[config.mk]
export PLATFORM = sky130hd
export DESIGN_NAME = uart_core
export DESIGN_NICKNAME = d
export VERILOG_FILES = /design/src/rtl/uart_core.sv
export SDC_FILE = /design/constraint.sdc
export NUM_CORES = 1
export LEC_CHECK = 0
export CORE_MARGIN = 2
export CORE_UTILIZATION = 65
export CTS_BUF_LIST = sky130_fd_sc_hd__clkbuf_8
export CTS_CLUSTER_SIZE = 12
export DETAILED_ROUTE_END_ITERATION = 8
export GPL_TIMING_DRIVEN = 0
export PLACE_DENSITY_LB_ADDON = 0.12
export SETUP_SLACK_MARGIN = 0.5
export SYNTH_ARGS = -nofsm -noshare
export SYNTH_HDL_FRONTEND = slang
export SYNTH_SLANG_ARGS = --single-unit
export TNS_END_PERCENT = 10
[constraint.sdc]
create_clock -name Clk -period 2.98 [get_ports Clk]
set_input_delay 0.298 -clock Clk [delete_from_list [all_inputs] [get_ports Clk]]
set_output_delay 0.298 -clock Clk [all_outputs]
set_load 0.01 [all_outputs]
[src/rtl/uart_core.sv]
// uart_core: byte-oriented 8N1 UART, LSB first, with 16-entry receive and transmit FIFOs.
//   Clk, Reset      : system clock, synchronous active-high reset
//   RX, Enable_rx   : serial input (idle high), receiver enable
//   rd_uart_en      : pop the receive FIFO head
//   RX_data, Empty  : receive FIFO head (first-word fall-through), receive FIFO empty
//   TX_data,        : byte pushed into the transmit FIFO while wr_uart_en is high
//   wr_uart_en
//   Full            : transmit FIFO full
//   TX              : serial output (idle high)
module uart_core #(
  parameter int unsigned C_BAUDRATE    = 115_200,
  parameter int unsigned C_SYSTEM_FREQ = 50_000_000
) (
  input  logic       Clk,
  input  logic       Reset,
  input  logic       RX,
  input  logic       Enable_rx,
  input  logic       rd_uart_en,
  output logic [7:0] RX_data,
  output logic       Empty,
  input  logic [7:0] TX_data,
  input  logic       wr_uart_en,
  output logic       Full,
  output logic       TX
);

  localparam int unsigned BaudDiv = C_SYSTEM_FREQ / C_BAUDRATE;
  localparam int unsigned CntW    = (BaudDiv > 2) ? $clog2(BaudDiv) : 1;
  localparam logic [CntW-1:0] CntLast = CntW'(BaudDiv - 1);
  localparam logic [CntW-1:0] CntHalf = CntW'(BaudDiv / 2 - 1);

  localparam logic [1:0] StIdle  = 2'd0;
  localparam logic [1:0] StStart = 2'd1;
  localparam logic [1:0] StData  = 2'd2;
  localparam logic [1:0] StStop  = 2'd3;

  // Receive path
  logic            rx_meta_q, rx_sync_q, rx_prev_q;
  logic [1:0]      rx_state_q, rx_state_d;
  logic [CntW-1:0] rx_cnt_q, rx_cnt_d;
  logic [2:0]      rx_bit_q, rx_bit_d;
  logic [7:0]      rx_shift_q, rx_shift_d;
  logic [7:0]      rx_mem_q [16];
  logic [7:0]      rx_mem_d [16];
  logic [4:0]      rx_wptr_q, rx_wptr_d, rx_rptr_q, rx_rptr_d;
  logic            rx_push, rx_full, rx_empty, rx_wr, rx_rd, rx_fall;

  // Transmit path
  logic [1:0]      tx_state_q, tx_state_d;
  logic [CntW-1:0] tx_cnt_q, tx_cnt_d;
  logic [2:0]      tx_bit_q, tx_bit_d;
  logic [7:0]      tx_shift_q, tx_shift_d;
  logic [7:0]      tx_mem_q [16];
  logic [7:0]      tx_mem_d [16];
  logic [4:0]      tx_wptr_q, tx_wptr_d, tx_rptr_q, tx_rptr_d;
  logic            tx_q, tx_d, tx_pop, tx_full, tx_empty, tx_wr;

  assign rx_fall  = rx_prev_q & ~rx_sync_q;
  assign rx_full  = (rx_wptr_q[4] != rx_rptr_q[4]) && (rx_wptr_q[3:0] == rx_rptr_q[3:0]);
  assign rx_empty = (rx_wptr_q == rx_rptr_q);
  assign tx_full  = (tx_wptr_q[4] != tx_rptr_q[4]) && (tx_wptr_q[3:0] == tx_rptr_q[3:0]);
  assign tx_empty = (tx_wptr_q == tx_rptr_q);

  assign RX_data = rx_mem_q[rx_rptr_q[3:0]];
  assign Empty   = rx_empty;
  assign Full    = tx_full;
  assign TX      = tx_q;

  always_comb begin
    rx_state_d = rx_state_q;
    rx_cnt_d   = rx_cnt_q;
    rx_bit_d   = rx_bit_q;
    rx_shift_d = rx_shift_q;
    rx_push    = 1'b0;
    case (rx_state_q)
      StIdle: begin
        rx_cnt_d = '0;
        if (rx_fall) rx_state_d = StStart;
      end
      StStart: begin
        if (rx_cnt_q == CntHalf) begin
          rx_cnt_d   = '0;
          rx_bit_d   = 3'd0;
          // Line back high at mid start bit: treat the edge as a glitch.
          rx_state_d = rx_sync_q ? StIdle : StData;
        end else begin
          rx_cnt_d = rx_cnt_q + CntW'(1);
        end
      end
      StData: begin
        if (rx_cnt_q == CntLast) begin
          rx_cnt_d   = '0;
          rx_shift_d = {rx_sync_q, rx_shift_q[7:1]};
          rx_bit_d   = rx_bit_q + 3'd1;
          if (rx_bit_q == 3'd7) rx_state_d = StStop;
        end else begin
          rx_cnt_d = rx_cnt_q + CntW'(1);
        end
      end
      default: begin
        if (rx_cnt_q == CntLast) begin
          rx_cnt_d   = '0;
          rx_push    = rx_sync_q;  // framing error drops the byte
          rx_state_d = StIdle;
        end else begin
          rx_cnt_d = rx_cnt_q + CntW'(1);
        end
      end
    endcase
    if (!Enable_rx) begin
      rx_state_d = StIdle;
      rx_cnt_d   = '0;
      rx_push    = 1'b0;
    end
  end

  always_comb begin
    rx_wr     = rx_push & ~rx_full;
    rx_rd     = rd_uart_en & ~rx_empty;
    rx_mem_d  = rx_mem_q;
    rx_wptr_d = rx_wptr_q + {4'd0, rx_wr};
    rx_rptr_d = rx_rptr_q + {4'd0, rx_rd};
    if (rx_wr) rx_mem_d[rx_wptr_q[3:0]] = rx_shift_q;
  end

  always_comb begin
    tx_wr      = wr_uart_en & ~tx_full;
    tx_mem_d   = tx_mem_q;
    tx_wptr_d  = tx_wptr_q + {4'd0, tx_wr};
    if (tx_wr) tx_mem_d[tx_wptr_q[3:0]] = TX_data;
    tx_state_d = tx_state_q;
    tx_cnt_d   = tx_cnt_q;
    tx_bit_d   = tx_bit_q;
    tx_shift_d = tx_shift_q;
    tx_pop     = 1'b0;
    case (tx_state_q)
      StIdle: begin
        tx_cnt_d = '0;
        if (!tx_empty) begin
          tx_pop     = 1'b1;
          tx_shift_d = tx_mem_q[tx_rptr_q[3:0]];
          tx_state_d = StStart;
        end
      end
      StStart: begin
        if (tx_cnt_q == CntLast) begin
          tx_cnt_d   = '0;
          tx_bit_d   = 3'd0;
          tx_state_d = StData;
        end else begin
          tx_cnt_d = tx_cnt_q + CntW'(1);
        end
      end
      StData: begin
        if (tx_cnt_q == CntLast) begin
          tx_cnt_d   = '0;
          tx_shift_d = {1'b0, tx_shift_q[7:1]};
          tx_bit_d   = tx_bit_q + 3'd1;
          if (tx_bit_q == 3'd7) tx_state_d = StStop;
        end else begin
          tx_cnt_d = tx_cnt_q + CntW'(1);
        end
      end
      default: begin
        if (tx_cnt_q == CntLast) begin
          tx_cnt_d = '0;
          // Chain straight into the next start bit so frames are gapless.
          if (!tx_empty) begin
            tx_pop     = 1'b1;
            tx_shift_d = tx_mem_q[tx_rptr_q[3:0]];
            tx_state_d = StStart;
          end else begin
            tx_state_d = StIdle;
          end
        end else begin
          tx_cnt_d = tx_cnt_q + CntW'(1);
        end
      end
    endcase
    tx_rptr_d = tx_rptr_q + {4'd0, tx_pop};
    // Register the pin from the next state so TX is a clean flop output.
    case (tx_state_d)
      StStart: tx_d = 1'b0;
      StData:  tx_d = tx_shift_d[0];
      default: tx_d = 1'b1;
    endcase
  end

  always_ff @(posedge Clk) begin
    if (Reset) begin
      rx_meta_q  <= 1'b1;
      rx_sync_q  <= 1'b1;
      rx_prev_q  <= 1'b1;
      rx_state_q <= StIdle;
      rx_cnt_q   <= '0;
      rx_bit_q   <= 3'd0;
      rx_shift_q <= 8'd0;
      rx_wptr_q  <= 5'd0;
      rx_rptr_q  <= 5'd0;
      tx_state_q <= StIdle;
      tx_cnt_q   <= '0;
      tx_bit_q   <= 3'd0;
      tx_shift_q <= 8'd0;
      tx_wptr_q  <= 5'd0;
      tx_rptr_q  <= 5'd0;
      tx_q       <= 1'b1;
      for (int i = 0; i < 16; i++) begin
        rx_mem_q[i] <= 8'd0;
        tx_mem_q[i] <= 8'd0;
      end
    end else begin
      rx_meta_q  <= RX;
      rx_sync_q  <= rx_meta_q;
      rx_prev_q  <= rx_sync_q;
      rx_state_q <= rx_state_d;
      rx_cnt_q   <= rx_cnt_d;
      rx_bit_q   <= rx_bit_d;
      rx_shift_q <= rx_shift_d;
      rx_wptr_q  <= rx_wptr_d;
      rx_rptr_q  <= rx_rptr_d;
      tx_state_q <= tx_state_d;
      tx_cnt_q   <= tx_cnt_d;
      tx_bit_q   <= tx_bit_d;
      tx_shift_q <= tx_shift_d;
      tx_wptr_q  <= tx_wptr_d;
      tx_rptr_q  <= tx_rptr_d;
      tx_q       <= tx_d;
      rx_mem_q   <= rx_mem_d;
      tx_mem_q   <= tx_mem_d;
    end
  end

endmodule

* Word level (Yosys, flattened, before mapping)
Index checks and enable logic that the tools add are counted.
** Cells by class
- Reductions and logical operators :: 19
- Magnitude comparators :: 6
- $add $sub $neg :: 8
- Eq/ne operators :: 23
- Bitwise logic cells :: 14
- Muxes and demuxes :: 46
** Operator list (number)
- $bwmux W128 :: 2
- $mux W8 :: 9
- $bmux W8 S4 :: 2
- $demux W8 S4 :: 2
- $pmux W8 S3 :: 1
- $mux W2 :: 11
- $add A5 B1 Y5 :: 4
- $ge A5 B5 Y1 const B :: 4
- $not A4 Y5 :: 4
- $add A9 B1 Y9 const B :: 2
- $eq A9 B9 Y1 const B :: 2
- $mux W9 :: 2
- $pmux W9 S2 :: 1
- $mux W3 :: 4
- $ne A2 B2 Y1 const B :: 6
- $pmux W2 S3 :: 2
- $pmux W3 S2 :: 2
- $eq A5 B5 Y1 :: 2
- $lt A5 B1 Y1 const B :: 2
- $eq A9 B8 Y1 const B :: 1
- $reduce_and A3 Y1 :: 3
- $eq A4 B4 Y1 :: 2
- $add A3 B1 Y3 const B :: 2
- $eq A2 B1 Y1 const B :: 3
- other kinds (15) :: 41
** Storage, ports and cells
- Logic and storage cells :: 165
- Bits in registers :: 324
- Output and inout bits :: 11
- Bits of input ports :: 14

* Logic depth before layout (Yosys ltp)
Gate-level depths: netlist of the first run.
- Depth in word-level cells :: 8
- Depth in mapped cells :: 13
- Depth with buffers taken out :: 11

* Worst setup path after synthesis of the first run
OpenSTA, ideal clock, no wires.
- Path type :: flip-flop to flip-flop
- Start :: register rx_rptr_q[1]
- End :: register rx_rptr_q[4]
- Period minus slack after synthesis :: 2.483 ns
- Path slack :: 0.497 ns
- Data arrival time :: 2.356 ns
- Required time :: 2.852 ns
- Stages on the path, launching flop included :: 13
- Path buffers :: 3
- Setup time :: 0.128 ns
- Path through :: dfxtp_1 buf_4 xor2_1 nor4_1 buf_6 buf_12 nor2b_1 nor2b_1 ha_1 ha_1 nand3_1 xor2_1 nor2_1
** Between the ends
- Word-level cells in the longest chain between the ends :: 4
** Ends and longest elaborated chain
- start, declared :: line 45 : logic [4:0] rx_wptr_q, rx_wptr_d, rx_rptr_q, rx_rptr_d;
- start signal, assigned :: line 220 : rx_rptr_q <= rx_rptr_d;
- $eq A5 B5 Y1 :: line 60 : assign rx_empty = (rx_wptr_q == rx_rptr_q);
- net Empty :: line 20 : output logic Empty,
- $not A1 Y1 :: line 119 : rx_rd = rd_uart_en & ~rx_empty;
- $and A1 B1 Y1 :: line 119
- $add A5 B1 Y5 :: line 122 : rx_rptr_d = rx_rptr_q + {4'd0, rx_rd};
The timed path passes the listed nets, and every way through them passes these cells.
A chain may end at the register's enable or synchronous reset.

* Worst setup path in the final report of the first run
- Start :: register rx_rptr_q[0]
- End :: output port RX_data[2]
** Between the ends
- Word-level cells in the longest chain between the ends :: 4
** Ends and longest elaborated chain
- $not A4 Y5 (implied by the code) :: line 64 : assign RX_data = rx_mem_q[rx_rptr_q[3:0]];
- $bmux W8 S4 :: line 64
- $mux W8 (implied by the code) (2 in series) :: line 64
- end, declared :: line 19 : output logic [7:0] RX_data,
No other way between the ends. The select of a mux whose other input is x is not followed.

==> results of run 1 <==
-- critical path, stage by stage (launching register included) --
cell and delay [ps]:
sky130_fd_sc_hd__dfxtp_2 350, sky130_fd_sc_hd__buf_8 140, sky130_fd_sc_hd__buf_12 130, sky130_fd_sc_hd__buf_12 130
sky130_fd_sc_hd__mux4_2 540, sky130_fd_sc_hd__mux4_2 490, sky130_fd_sc_hd__buf_6 140
-- where the power goes --
part / switching (W) / leakage, nW / internal (W)
Clock: 0.00170 / 0.544 / 0.00187
Combinational: 0.000634 / 3.65 / 0.000406
Sequential: 0.0000561 / 2.61 / 0.00443
-- per-stage QoR --
step                area [sq um]  std cells  setup TNS [ps]
CTS                        16700       1763               0
floorplan                  14800       1360               0
finish                     16900       1774               0
global placement           15400       1667            -159
global route               16900       1774               0
detailed placement         15400       1667            -223
-- flip-flops by register name, indices dropped and copies added (netlist names), 3 cells and up --
name and flops:
rx_mem_q 128, tx_mem_q 128, rx_cnt_q 9, tx_cnt_q 9
rx_shift_q 8, tx_shift_q 8, rx_rptr_q 5, rx_wptr_q 5
tx_rptr_q 5, tx_wptr_q 5, rx_bit_q 3, tx_bit_q 3
-- kinds of logic (layout without fill, tap and decap cells) --
kind of cell	Yosys count	after routing	share of synthesized area, %
flops	324	324	43.8
fa+ha+maj	18	18	1.52
mux	346	346	29.5
buf+inv	126	255	3.64
simple gates	419	419	12.0
compound gates	90	90	7.35
xor+xnor	37	37	2.24
-- cells in the mapped netlist, drive strengths merged (3+ instances only) --
cell     instances  area share [%]
a2111oi         17             3.0
o2111ai         16             1.6
buf             46             1.6
a211oi           7            0.35
xnor2           15            0.89
o221a            6            0.46
nand3           16            0.54
nand4            8            0.34
nand2           15            0.38
xor2            22             1.4
inv             13            0.33
mux4            72              11
and3             5            0.21
or2              6            0.25
o21ai           11            0.37
nor2b           25             1.1
mux2i          272              18
nand2b           4            0.17
and2             6            0.25
clkbuf          67             1.7
ha              18             1.5
dfxtp          324              44
nor3             3            0.10
nor2           322             8.2
a21oi           15            0.51
-- worst max path at each step --
stage	start	slack [ps]	cells after the start	endpoint
floorplan	rx_rptr_q[1]	570	12	rx_rptr_q[4]
global placement	tx_rptr_q[1]	-70	7	tx_shift_q[1]
detailed placement	tx_rptr_q[1]	-90	7	tx_shift_q[1]
CTS	rx_rptr_q[0]	200	6	RX_data[7]
global route	rx_rptr_q[0]	130	6	RX_data[7]
finish	rx_rptr_q[0]	200	6	RX_data[2]
-- layer usage --
| metal | routed length (um) | vias up | track usage (%) |
|---|---|---|---|
| li1 | - | 4996 | - |
| met1 | 14300 | 5155 | 35.4 |
| met2 | 17200 | 222 | 50.6 |
| met3 | 1550 | 69 | 4.60 |
| met4 | 939 | 0 | 9.52 |
| met5 | 0 | - | 0 |
-- timing repair --
item / 4_1_cts / 5_1_grt
setup endpoints to repair: 151 / 161
pin swaps: 2 / 4
resized for setup: 86 / 14
setup buffers: 10 / 11
cloned: 3 / 0
-- layout make-up --
type	instances	area share, %
tap	285	2.11
clock buffer	59	4.82
multi-input combinational	910	46.7
buffer	113	3.68
inverter	13	0.289
timing repair buffer	46	3.15
clock inverter	24	0.801
sequential	324	38.5
-- layout by cell type (no fill, tap or decap), types with 21 or more instances in the layout --
master,n
sky130_fd_sc_hd__buf_1,21
sky130_fd_sc_hd__buf_4,22
sky130_fd_sc_hd__clkbuf_1,62
sky130_fd_sc_hd__clkbuf_8,59
sky130_fd_sc_hd__dfxtp_1,322
sky130_fd_sc_hd__inv_1,26
sky130_fd_sc_hd__mux2i_1,270
sky130_fd_sc_hd__mux4_2,72
sky130_fd_sc_hd__nor2_1,321
sky130_fd_sc_hd__nor2b_1,24
sky130_fd_sc_hd__xor2_1,21
==> results.txt, run 1 <==
* Pwr/cell area: between 500 and 600 nW/um^2
- Critical path capture point type: primary output
* Area of the multi-input gates: 7870 sq um
- For this run, the top clock speed supported by timing is around 0.36 GHz.
* Final number of hold-violating endpoints: 0
- After technology mapping, the gate count stands at between 1000 and 1500.
- The H-tree was split into 2 levels.
- The pre-antenna-repair detailed-routing pass consisted of 5 iterations.
- At the end of routability-driven placement, the weighted congestion stood at between 0.8 and 0.9.
- Library cell used as clock root buffer: sky130_fd_sc_hd__clkbuf_8
* Post-CTS clock slew at the launch and capture registers of the worst setup and hold paths: roughly 70 ps
- Register area: roughly 6500 sq um
- Routed len/inst: 19.2 um
- The critical path is of the flip-flop to primary output type.
* Min-Delay Endpoint: rx_meta_q
- The die covers about 24000 sq um.
- The floorplan step set the die width to 155 um.
- Status: complete, no violations
* Layout cells sized above 1: 17.8%
- Most used DFF post-synth: sky130_fd_sc_hd__dfxtp_1
* Number of distinct standard cells referenced by the synthesized netlist: 57
* Initial core utilization: about two thirds
* Min setup slack post-route: roughly 200 ps
- For this design, the CTS-stage hold fixing added 0 buffers.
- Clock tree from TritonCTS: built
* Number of inserted diodes: 0
* Vertical die dimension: 155 um
* Final Skew: 22.8 ps
* Sequential element share of the synthesized area: 43.8%
* Remaining antenna violation count after routing: 0
- Final global-route overflow total: 0
- DRC viols: 0
- Clk Latency, worst-skew pair: around 580 ps
- Number of sinks driven by the clock tree: 324
- The number of cells on the worst reg-to-reg path is 9.
* Number of standard-cell rows in the floorplan: 55
- Filler instances: between 1500 and 2000
- The first global-routing pass estimated around 55000 um of wire.
* Vias in the first global route: 10347
- Startpoint Class: flip-flop
- After detailed routing, the number of vias per cell comes to between 5 and 6.
* Per-instance average area after synthesis: 10.9 sq um
- Static power due to leakage: around 6.8 nW
- Of all flip-flops after synthesis, the portion carrying an async set or reset was 0%.
- The routed layout has ~10000 vias.
* P&R area growth vs syn: 13.8%
* Layout net count: 1491
- The count of buffers added on input and output ports is 22.
- The startpoint identified for the worst register-to-register timing path is rx_rptr_q[0].
* Total detailed-routing wirelength: 34000 um
* End-of-flow core utilization: about three quarters
- Before CTS, the worst setup slack after placement is -85.7 ps.
* Unrepaired setup endpoints after global routing: yes
- YS warnings: 0
* Global-route usage over all layers: between 20% and 30%
- Counting every net in the synthesized netlist gives approximately 1400.
* Number of synthesized flops with an enable pin: 0
- Maximum vdd drop: 0.000398 V
- At the worst endpoint, the required time is between 2000 and 3000 ps.
- Setup Viol. Count Final: 0
* Final max-slew violation count: 0
- In this run, synthesis produced a sequential element count of about 320.
- Min Clock Period, post-route: 2780 ps
* CTS Buf Count: roughly 50
* Beginning of the worst hold path: RX
* Max-Slew Margin vs Limit: just over 40%
- Actual transition at the worst max-transition pin: ~900 ps
* Post-route fraction of the period consumed by the critical path: between 90% and 100%
- Hold Path Class: primary input to flip-flop
- Number of instances on the worst hold path: 2
* Worst setup slack for register-to-register paths: ~370 ps
- The number of antenna violations at the first check in global routing is 0.
* Final worst hold slack: just under 300 ps
* Maximum clock insertion buffer count: 3
* Maximum fanout count along the critical path: 5
- STA puts the critical path data arrival time at between 2000 and 2500 ps.
- Max cap viols: 0
- The endpoint identified for the worst register-to-register timing path is rx_mem_q[12].
- During I/O placement, the number of pins put on the boundary was 25.
* Area of the mapped netlist: between 10000 and 15000 sq um
- Entering global routing, the biggest net connects 14 pins.
- Core area: between 20000 and 25000 sq um
* Total half-perimeter wirelength after legalization and detailed placement: ~23000 um
- Total chip power: slightly above 0.009 W
- DR iter-0 viols: around 630
(Power assumes the default switching activity.)
==> run 2, diff against run 1 <==
--- a/config.mk
+++ b/config.mk
@@ -12,6 +12,7 @@
 export DETAILED_ROUTE_END_ITERATION = 8
 export GPL_TIMING_DRIVEN = 0
 export PLACE_DENSITY_LB_ADDON = 0.12
+export REMOVE_ABC_BUFFERS = 1
 export SETUP_SLACK_MARGIN = 0.5
 export SYNTH_ARGS = -nofsm -noshare
 export SYNTH_HDL_FRONTEND = slang
==> run 2 against run 1 <==
Effect of this change:
- non-clock buffer count fell by 76
- clock-buffer cell count rose by 7
- die area unchanged
- sequential power about the same
- worst setup slack better by 26 ps
- combinational power about the same
- critical path type unchanged
==> results.txt, run 2 (synthesized netlist as in run 1, its figures left out) <==
- In the final routed layout, each cell accounts on average for about 20 um.
* # IOs: 25
* Global-route usage over all layers: between 20% and 30%
- CTS Buf Count: 53
- Actual transition at the worst max-transition pin: between 1000 and 1500 ps
- DR iter-0 viols: slightly below 600
- Final GP Congestion: 0.770
* Accumulated negative setup slack: 0 ps
- After detailed placement, the total cell area comes to roughly 15000 sq um.
- Maximum clock insertion buffer count: 3
* Max-Slew Margin vs Limit: a little under a fifth
* Layout cells sized above 1: between 10% and 20%
- Across the VDD grid, the largest voltage drop is between 0.0004 and 0.0005 V.
- STA classifies the critical path startpoint as a flip-flop.
- Input and output buffers added on the ports amount to 24.
- After floorplanning, the core was divided into 55 placement rows.
- Before CTS, the worst setup slack after placement is -1180 ps.
- Most frequent standard cell in the layout excluding fill and tap cells: sky130_fd_sc_hd__nor2_1
- Total detailed-routing wirelength: ~34000 um
- Setup slack closes at approximately 220 ps.
- Setup Viol. Count Final: 0
* Final number of hold-violating endpoints: 0
- Dividing the detail-routed via count by the number of cells gives 5.99.
* Total half-perimeter wirelength after legalization and detailed placement: 18900 um
- Final Skew: between 15 and 20 ps
- Static power due to leakage: ~6.8 nW
- The die covers 24000 sq um.
* Pwr/cell area: ~550 nW/um^2
- For the worst setup path, the data required time is between 2000 and 3000 ps.
* Unrepaired setup endpoints after global routing: yes
- Number of sinks driven by the clock tree: ~320
- Arrival time at the worst endpoint: ~2500 ps
- Status: complete, no violations
- Vertical die dimension: 155 um
* Die extent in x: 155 um
* Maximum fanout count along the critical path: 7
- Remaining antenna violation count after routing: 0
* Core area: between 20000 and 25000 sq um
- DRC viols: 0
- Final max-slew violation count: 0
* Largest registers: rx_mem_q: 128 flops, tx_mem_q: 128 flops
- For the finished layout, the period the worst path requires is approximately 2800 ps.
* Number of search-and-repair iterations in the first detailed-routing pass: 5
- The number of global-route vias before repair came to 10048.
* Number of H-tree levels: 2
- Hold Path Class: primary input to flip-flop
- The number of antenna violations at the first check in global routing was 0.
- The total overflow left after global routing is 0.
- In the layout the commonest cells are sky130_fd_sc_hd__nor2_1, sky130_fd_sc_hd__dfxtp_1, sky130_fd_sc_hd__mux2i_1, sky130_fd_sc_hd__mux4_2, sky130_fd_sc_hd__clkbuf_8.
* Number of inserted diodes: 0
- Max-cap violations in this run came to 0.
- Finished Cell Area: 17000 sq um
- The first global-routing pass estimated between 50000 and 60000 um of wire.
- Final worst hold slack: approximately 240 ps
- Total number of vias: between 10000 and 15000
- Of the available clock period, the critical path in the final layout requires 92.6%.
- End-of-flow core utilization: 75.5%
* Layout net count: 1418
* Clock tree from TritonCTS: built
- Critical path capture point type: primary output
- Highest achievable clock rate: around 0.36 GHz
- The clock reaches the later pin of the worst-skew pair after around 580 ps.
- Entering global routing, the biggest net connects 157 pins.
* P&R area growth vs syn: 14.7%
* Library cell used as clock root buffer: sky130_fd_sc_hd__clkbuf_8
- For this configuration, the core starts out at a cell density of 65.8%.
- Type of the worst setup path: flip-flop to primary output
- Post-CTS clock slew at the launch and capture registers of the worst setup and hold paths: about 60 ps
==> run 2: cell count changes in the layout (fill, tap and decap cells not counted), moves of 6 or more <==
cell,change
sky130_fd_sc_hd__buf_6,-6
sky130_fd_sc_hd__dfxtp_4,+8
sky130_fd_sc_hd__o2111ai_4,+9
sky130_fd_sc_hd__buf_1,-21
sky130_fd_sc_hd__clkinv_2,-7
sky130_fd_sc_hd__dfxtp_1,-12
sky130_fd_sc_hd__clkbuf_8,+7
sky130_fd_sc_hd__o2111ai_2,-9
sky130_fd_sc_hd__clkbuf_1,-62
sky130_fd_sc_hd__buf_2,-8
==> run 2: path summary, 6_finish.rpt <==
path                      from           end  slack [ps]  depth (start not counted)
setup / recovery  rx_rptr_q[0]    RX_data[7]         220                          4
hold / removal           Reset  rx_rptr_q[4]         240                          2
setup reg to reg  rx_rptr_q[0]  rx_mem_q[66]         350                         11
hold reg to reg      rx_meta_q     rx_sync_q         410                          1
==> run 2: metal layers <==
layer	vias up	global-route usage (%)	share of wire, %
met5	-	0	0
met3	55	4.07	4.3
met2	250	48.3	51
met4	0	9.44	2.3
met1	5055	35.4	42
li1	4850	-	-
==> run 2: power by group <==
group	switching, W	internal (W)
combinational	0.000632	0.000410
sequential	0.0000770	0.00443
clock	0.00172	0.00215
==> run 2: repair_timing <==
action,in CTS,in global routing
resized for setup,34,37
pin swaps,16,5
setup endpoints to repair,296,224
hold buffers,0,0
cloned,2,3
setup buffers,32,12
==> run 2: critical path, stage by stage (launching register included) <==
cell and delay (ps):
sky130_fd_sc_hd__dfxtp_4 490, sky130_fd_sc_hd__buf_12 180, sky130_fd_sc_hd__mux4_2 540, sky130_fd_sc_hd__mux4_2 510
sky130_fd_sc_hd__clkbuf_2 160
==> run 2: per-stage QoR <==
stage,instances,total power [W]
5_1_grt,1705,0.00977
2_1_floorplan,1247,0.00518
6_report,1705,0.00942
3_5_place_dp,1567,0.00550
4_1_cts,1690,0.00941
3_3_place_gp,1556,0.00547
==> run 2: area by class of cell <==
cell class / instances / area (sq um)
clock buffer: 66 / 908
timing repair buffer: 83 / 1020
fill: 1475 / 5510
inverter: 13 / 48.8
sequential: 324 / 6520
clock inverter: 23 / 149
tap: 285 / 357
multi-input combinational: 911 / 7980
